$ cat src/rtl/ext_arbiter_pkg.sv
// ext_arbiter_pkg
// Shared constants and types for the immediate-extension arbiter.
//   OWNER_A / OWNER_B        : requester ids carried on owner_out and last_owner
//   NARROW_FIELD_WIDTH       : width of the narrow immediate field (bits [3:0])
//   REGISTER_DATA_BIT_WIDTH  : register width, shared with the register file and ALU
//   EXT_FIELD_WIDTH          : width of the raw field inputs
//   arb_state_t              : output register occupancy (EMPTY / FULL)
package ext_arbiter_pkg;

  localparam logic OWNER_A = 1'b0;
  localparam logic OWNER_B = 1'b1;

  localparam int NARROW_FIELD_WIDTH      = 4;
  localparam int REGISTER_DATA_BIT_WIDTH = 16;
  localparam int EXT_FIELD_WIDTH         = 8;

  typedef enum logic {
    ST_EMPTY = 1'b0,
    ST_FULL  = 1'b1
  } arb_state_t;

endpackage : ext_arbiter_pkg

$ cat src/rtl/ext_arbiter_datapath.sv
// ext_datapath
// Combinational immediate extension.
//   field    in  FIELD_WIDTH  raw immediate field
//   wide     in  1            0 = use field[3:0], 1 = use the full field
//   sign_ext in  1            1 = sign-extend, 0 = zero-extend
//   result   out DATA_WIDTH   extended value
module ext_datapath
  import ext_arbiter_pkg::*;
#(
  parameter int FIELD_WIDTH = EXT_FIELD_WIDTH,
  parameter int DATA_WIDTH  = REGISTER_DATA_BIT_WIDTH
) (
  input  logic [FIELD_WIDTH-1:0] field,
  input  logic                   wide,
  input  logic                   sign_ext,
  output logic [DATA_WIDTH-1:0]  result
);

  logic fill_wide;
  logic fill_narrow;

  // Fill bit is the selected source's MSB only when sign-extending.
  assign fill_wide   = sign_ext & field[FIELD_WIDTH-1];
  assign fill_narrow = sign_ext & field[NARROW_FIELD_WIDTH-1];

  always_comb begin
    result = '0;
    if (wide) begin
      result = {{(DATA_WIDTH-FIELD_WIDTH){fill_wide}}, field};
    end else begin
      result = {{(DATA_WIDTH-NARROW_FIELD_WIDTH){fill_narrow}},
                field[NARROW_FIELD_WIDTH-1:0]};
    end
  end

endmodule : ext_datapath

$ cat src/rtl/ext_arbiter.sv
// ext_arbiter
// Two-requester round-robin front end to one shared immediate extender with a
// one-entry registered output that holds under backpressure.
//   clk, reset              : system clock, synchronous active-high reset
//   req_x / gnt_x           : request / combinational grant for A and B
//   field_x, wide_x, signed_x : extension operands of each requester
//   out_ready               : downstream takes data_out this cycle
//   valid_out, data_out, owner_out : registered result and its owner
//
// state    | meaning
// ST_EMPTY | no result held; any request is accepted
// ST_FULL  | result held; accepts only when out_ready drains it the same edge
module ext_arbiter
  import ext_arbiter_pkg::*;
#(
  parameter int REGISTER_DATA_BIT_WIDTH = ext_arbiter_pkg::REGISTER_DATA_BIT_WIDTH,
  parameter int FIELD_WIDTH             = EXT_FIELD_WIDTH
) (
  input  logic                               clk,
  input  logic                               reset,
  input  logic                               req_a,
  input  logic [FIELD_WIDTH-1:0]             field_a,
  input  logic                               wide_a,
  input  logic                               signed_a,
  input  logic                               req_b,
  input  logic [FIELD_WIDTH-1:0]             field_b,
  input  logic                               wide_b,
  input  logic                               signed_b,
  output logic                               gnt_a,
  output logic                               gnt_b,
  input  logic                               out_ready,
  output logic                               valid_out,
  output logic [REGISTER_DATA_BIT_WIDTH-1:0] data_out,
  output logic                               owner_out
);

  arb_state_t state_q;
  arb_state_t state_d;
  logic       last_owner;
  logic       accept;
  logic       load;

  logic [FIELD_WIDTH-1:0]             sel_field;
  logic                               sel_wide;
  logic                               sel_signed;
  logic [REGISTER_DATA_BIT_WIDTH-1:0] ext_result;

  assign valid_out = (state_q == ST_FULL);

  always_ff @(posedge clk) begin
    if (reset) begin
      state_q <= ST_EMPTY;
    end else begin
      state_q <= state_d;
    end
  end

  // Grants never look at field inputs, so the field mux below cannot loop
  // back into arbitration.
  always_comb begin
    state_d = state_q;
    gnt_a   = 1'b0;
    gnt_b   = 1'b0;
    accept  = (state_q == ST_EMPTY) || out_ready;
    if (!reset && accept) begin
      if (req_a && req_b) begin
        gnt_a = (last_owner == OWNER_B);
        gnt_b = (last_owner == OWNER_A);
      end else begin
        gnt_a = req_a;
        gnt_b = req_b;
      end
    end
    load = gnt_a || gnt_b;
    case (state_q)
      ST_EMPTY: if (load) state_d = ST_FULL;
      ST_FULL:  if (out_ready && !load) state_d = ST_EMPTY;
      default:  state_d = ST_EMPTY;
    endcase
  end

  always_comb begin
    sel_field  = gnt_b ? field_b  : field_a;
    sel_wide   = gnt_b ? wide_b   : wide_a;
    sel_signed = gnt_b ? signed_b : signed_a;
  end

  ext_datapath #(
    .FIELD_WIDTH (FIELD_WIDTH),
    .DATA_WIDTH  (REGISTER_DATA_BIT_WIDTH)
  ) u_datapath (
    .field    (sel_field),
    .wide     (sel_wide),
    .sign_ext (sel_signed),
    .result   (ext_result)
  );

  // Reset leaves last_owner at B so that A wins the first contention.
  always_ff @(posedge clk) begin
    if (reset) begin
      data_out   <= '0;
      owner_out  <= OWNER_A;
      last_owner <= OWNER_B;
    end else if (load) begin
      data_out   <= ext_result;
      owner_out  <= gnt_b;
      last_owner <= gnt_b;
    end
  end

endmodule : ext_arbiter

$ cat config.mk
export PLATFORM = sky130hd
export DESIGN_NAME = ext_arbiter
export DESIGN_NICKNAME = d
export VERILOG_FILES = /design/src/rtl/ext_arbiter_pkg.sv /design/src/rtl/ext_arbiter_datapath.sv /design/src/rtl/ext_arbiter.sv
export SDC_FILE = /design/constraint.sdc
export NUM_CORES = 1
export LEC_CHECK = 0
export ABC_CLOCK_PERIOD_IN_PS = 1900
export BUFFER_PORTS_ARGS = -buffer_cell sky130_fd_sc_hd__buf_4
export CAP_MARGIN = 20
export CORE_MARGIN = 4
export CORE_UTILIZATION = 44
export CTS_BUF_LIST = sky130_fd_sc_hd__clkbuf_16
export DETAILED_ROUTE_END_ITERATION = 7
export MAX_ROUTING_LAYER = met4
export PLACE_DENSITY_LB_ADDON = 0.15
export SYNTH_ARGS = -nofsm -noshare
export SYNTH_HDL_FRONTEND = slang
export SYNTH_SLANG_ARGS = --single-unit
$ cat constraint.sdc
create_clock -name clk -period 1.9 [get_ports clk]
set_input_delay 0.285 -clock clk [delete_from_list [all_inputs] [get_ports clk]]
set_output_delay 0.285 -clock clk [all_outputs]
set_load 0.01 [all_outputs]
* Yosys cells after proc, flatten, opt, wreduce, memory -nomap -nowiden
Cells that the tools add are included.
Word-level totals: bits in registers 19, input bits 25, output and inout port bits 20, word-level logic and storage cells 26
Cells by class: multiplexer cells 11, bitwise gates (word level) 4, reductions and logical operators 7
Operators by type and width (count):
- 16-bit 2-to-1 mux | 1
- 1-bit 2-to-1 mux | 8
- 8-bit 2-to-1 mux | 1
- 1-bit logical AND | 3
- 1-bit AND | 2
- 1-bit logical NOT | 2
- 1-bit logical OR | 2
- 1-bit inverter | 2
- 1-bit case mux with 2 select lines | 1

* Longest topological paths before layout
depth after elaboration 9, mapped depth 6, depth with buffers taken out 5

* Modules after synthesis
A second synthesis with hierarchy kept.
Second synthesis, totals: cells, all modules 120, area, all modules 1099.8 sq um
Modules (own cells, without submodules):
- ext_arbiter | instances 1, cells each 98, area an instance 949.7 sq um
- ext_datapath | instances 1, cells each 22, area an instance 150.1 sq um

* Worst setup path before layout
No wires, ideal clock.
path type reg2reg, start point register state_q (netlist: valid_out), end point register data_out[6], data arrival time 1.201 ns, data required time 1.783 ns, setup slack 0.582 ns, stages on the path, launching flop included 6, path buffers 0, clock period less this slack 1.318 ns, path through dfxtp_1 > nand2b_4 > nand3_2 > inv_2 > o311a_4 > a32o_1
Between the ends: cells in the longest elaborated chain, start to end 7
RTL lines:
- start, declared | RTL line ext_arbiter.sv:37 | arb_state_t state_q;
- start signal, assigned | RTL line ext_arbiter.sv:54 | state_q <= state_d;
- 1-bit inverter (*)
- 1-bit logical OR (*) | RTL line ext_arbiter.sv:64 | accept = (state_q == ST_EMPTY) || out_ready;
- 1-bit logical AND (*) | RTL line ext_arbiter.sv:65 | if (!reset && accept) begin
- 1-bit 2-to-1 mux | RTL line ext_arbiter.sv:65
- 1-bit 2-to-1 mux or 8-bit 2-to-1 mux (tied branches) | RTL line ext_arbiter.sv:85, ext_arbiter.sv:83
- 1-bit AND | RTL line ext_arbiter_datapath.sv:24 | assign fill_narrow = sign_ext & field[NARROW_FIELD_WIDTH-1];
- 16-bit 2-to-1 mux | RTL line ext_arbiter_datapath.sv:28 | if (wide) begin
- end signal, assigned | RTL line ext_arbiter.sv:105 | data_out <= ext_result;
- end, declared | RTL line ext_arbiter.sv:33 | output logic [REGISTER_DATA_BIT_WIDTH-1:0] data_out,
Every way passes the cells marked *; elsewhere a longest branch is shown, timed or not. A chain may end at the register's enable or synchronous reset.

* Final worst setup path
start point register last_owner, end point output port gnt_b
Between the ends: cells in the longest elaborated chain, start to end 3
RTL lines:
- start, declared | RTL line ext_arbiter.sv:39 | logic last_owner;
- start signal, assigned | RTL line ext_arbiter.sv:107 | last_owner <= gnt_b;
- 1-bit inverter | RTL line ext_arbiter.sv:68 | gnt_b = (last_owner == OWNER_A);
- 1-bit 2-to-1 mux | RTL line ext_arbiter.sv:66 | if (req_a && req_b) begin
- 1-bit 2-to-1 mux | RTL line ext_arbiter.sv:65
- end, declared | RTL line ext_arbiter.sv:30 | output logic gnt_b,
No other way between the ends.

==> metrics.log <==
[metrics] starting density of the core: 47.6%
[metrics] fin crit period: 1.45 ns
[metrics] area of combinational cells with multiple inputs: ~400 µm²
[metrics] Std-Cell Rows: 14
[metrics] critical path cell sequence: a21boi_2, nand3_2, inv_2, buf_4
[metrics] placed wire-length estimate: 1440 µm
[metrics] Clock Root Buffer: sky130_fd_sc_hd__clkbuf_16
[metrics] Crit path largest cell delay: 0.33 ns
[metrics] worst supply voltage drop on vdd: 0.000864 V
[metrics] maximum root-to-sink buffer count: 2
[metrics] required time worst endpoint: 1.62 ns
[metrics] design internal power: 668 µW
[metrics] initial detailed-routing violation count: 34
[metrics] Worst setup EP type: output port
[metrics] total of hold buffers inserted after clock tree synthesis: 0
[metrics] Gate power share: 23.6%
[metrics] worst hold path type: in2reg
[metrics] status: completed
[metrics] final weighted congestion of routability-driven global placement: 0.753
[metrics] leading area contributor after synthesis: sky130_fd_sc_hd__dfxtp_1
[metrics] maximum clock rate: between 600 and 700 MHz
[metrics] antenna diode count: 0
[metrics] TritonCTS Sinks: 12
[metrics] number of I/O port buffers: 44
[metrics] clk slew on worst S/H paths: 0.04 ns
[metrics] number of global-route vias before repair: 722
[metrics] cell area after technology mapping: 734 µm²
[metrics] ranking of synthesized cells by area: sky130_fd_sc_hd__dfxtp_1 (33%), sky130_fd_sc_hd__a311oi_2 (10%), sky130_fd_sc_hd__buf_4 (10%)
[metrics] DIE WIDTH: 48.9 µm
[metrics] net count after synthesis: about 100
[metrics] Fin Hold WS: 0.338 ns
[metrics] ratio of total power to cell area: 801 mW/mm²
[metrics] count of final max-slew check failures: 0
[metrics] Seq. cell area: 240 µm²
[metrics] slew at the pin closest to its max-slew limit: 0.276 ns
[metrics] Floorplan Core Area: 0.00154 mm²
[metrics] via count normalized by instance count: 5.35
[metrics] total leakage power: 0.496 nW
[metrics] post-CTS setup-driven buffer insertion count: 0
[metrics] worst setup path category: reg2out
[metrics] # Max-Cap Violations: 0
[metrics] total congestion overflow: 0
[metrics] Die Height: 48.9 µm
[metrics] launching element type of the critical path: flop
[metrics] mean area per synthesized cell: 9.30 µm²
[metrics] cell at the slowest stage of the critical path: sky130_fd_sc_hd__dfxtp_1
[metrics] TritonCTS clock tree: yes
[metrics] number of synthesized register bits: 12
[metrics] Syn. warnings: 0
[metrics] count of nets after finishing: around 140
[metrics] count of cells resized by post-cts repair: 0
[metrics] number of remaining DRC errors: 0
[metrics] cell count after synthesis: 79
[metrics] Detail Route met3 WL: roughly 200 µm
[metrics] global-route usage over all layers: between 15 and 20%
[metrics] maximum number of pins on one net before global-route repair: 14
[metrics] share of synthesized area occupied by flip-flops and latches: 32.7%
[metrics] share of layout cells above drive strength 1: a little over half
[metrics] count of flip-flops with a built-in enable after synthesis: 0
[metrics] Detailed Routing Iterations Pass 1: 4
[metrics] sequential fraction of design power: between 30% and 40%
[metrics] Die Area: 0.00239 mm²
[metrics] Slew HR: 81.6%
[metrics] most used flip-flop cell after synthesis: sky130_fd_sc_hd__dfxtp_1
[metrics] Setup-failing EPs final: 0
[metrics] cell with the most instances after synthesis: sky130_fd_sc_hd__dfxtp_1
[metrics] Worst-Skew Late Latency: 0.24 ns
[metrics] Routed WL per cell: 14.0 µm
[metrics] Fin. Hold Viols: 0
[metrics] highest routing layer actually used: met4
[metrics] RSZ-0062 raised after global routing: no
[metrics] M1 wire length: between 700 and 800 µm
[metrics] first-pass GRT wire length: 3210 µm
[metrics] data arrival time of the worst path: 1.16 ns
[metrics] biggest fanout along the worst timing path: 11
[metrics] number of filler cells placed in the layout: 124
[metrics] Final Routed Wirelength: 1870 µm
[metrics] I/O pin total: 45
[metrics] ratio of final minimum period to clock period: 76.1%
[metrics] sum of negative setup slack: 0 ns
[metrics] routed length on met2: 899 µm
[metrics] most frequent cells after synthesis: sky130_fd_sc_hd__dfxtp_1 (12), sky130_fd_sc_hd__buf_4 (10), sky130_fd_sc_hd__nand2_1 (8), sky130_fd_sc_hd__nand3b_1 (8), sky130_fd_sc_hd__nor2_1 (7)
[metrics] ys async rst share: 0%
[metrics] power dissipated by switching net loads: 212 µW
[metrics] clock share of power: about 43%
[metrics] switching portion of total power: 24.1%
[metrics] antenna violations before repair: 0
[metrics] remaining number of nets flagged by the antenna check after routing: 0
[metrics] area added between synthesis and finish: 49.6%
[metrics] total clock buffers created by CTS: 3
[metrics] Worst Clk Skew: 0.00315 ns
[metrics] vias after detailed routing: 717
[metrics] synth unique cells: 25
[metrics] H-tree Lvls: 1
[metrics] Yosys top cell area share: 32.7%
==> through the flow <==
step	setup WS [ns]	cell area (µm²)	total power [mW]	instances	utilization [%]
after CTS	0.456	1100	0.890	134	71.3
after detailed placement	0.404	1020	0.504	130	66.2
after global placement	0.429	1020	0.501	130	66.2
after floorplan	0.582	734	0.411	79	-
final	0.454	1100	0.880	134	71.3
after global routing	0.384	1100	0.918	134	71.3
==> power groups by stage <==
stage                     Sequential [mW]  Combinational, mW  Clock [mW]
after floorplan                     0.304              0.107           0
after global placement              0.295              0.205           0
after detailed placement            0.296              0.208           0
after CTS                           0.291              0.210       0.388
after global routing                0.294              0.228       0.396
final                               0.291              0.207       0.381
==> kinds of logic (layout without fill, tap and decap cells) <==
| logic type | Yosys count | in the layout | synth area share, % |
|---|---|---|---|
| muxes | 2 | 2 | 3.07 |
| buffers and inverters | 14 | 53 | 12.4 |
| AOI/OAI and AO/OA | 17 | 17 | 24.2 |
| and+or+nand+nor | 34 | 34 | 27.6 |
| DFF | 12 | 12 | 32.7 |
==> placed cells by master (no fill, tap or decap), types with 2 or more instances in the layout <==
master	n
sky130_fd_sc_hd__buf_4	46
sky130_fd_sc_hd__dfxtp_1	12
sky130_fd_sc_hd__nand3b_1	8
sky130_fd_sc_hd__nand2_1	8
sky130_fd_sc_hd__nor2_1	7
sky130_fd_sc_hd__a311oi_2	5
sky130_fd_sc_hd__a21oi_1	4
sky130_fd_sc_hd__a32o_1	4
sky130_fd_sc_hd__clkbuf_16	3
sky130_fd_sc_hd__inv_1	2
sky130_fd_sc_hd__o21ai_0	2
sky130_fd_sc_hd__mux2_2	2
sky130_fd_sc_hd__nand3_1	2
==> final timing paths <==
kind | from | endpoint | slack (ns) | cells after the start
worst max-delay path | last_owner | gnt_b | 0.45 | 4
worst min-delay path | reset | data_out[3] | 0.34 | 2
worst max register to register | valid_out | data_out[6] | 0.47 | 5
worst min register to register | data_out[4] | data_out[4] | 0.47 | 1
==> registers in the layout, summed over array words and instances (netlist names) <==
| signal | cells |
|---|---|
| owner_out | 1 |
| data_out | 9 |
| last_owner | 1 |
| valid_out | 1 |
==> cell type report <==
type	count	share of cell area, %
Tap cell	16	1.82
Clock buffer	3	6.83
Inverter	3	1.03
Sequential cell	12	21.9
Clock inverter	1	0.342
Multi-Input combinational cell	53	36.7
Timing Repair Buffer	46	31.4
==> worst max-delay path, delay by kind of cell, from the launching register on <==
| family | cells | cell delay [ns] |
|---|---|---|
| AO/OA/AOI/OAI | 1 | 0.16 |
| AND/OR/NAND/NOR | 1 | 0.11 |
| buffers and inverters | 2 | 0.33 |
| flip-flops | 1 | 0.33 |
==> layer usage <==
metal,vias to the layer above,track usage [%]
li1,360,-
met1,319,19.6
met2,36,27.6
met3,2,6.12
met4,0,4.04
met5,-,-
(Power assumes the default switching activity.)
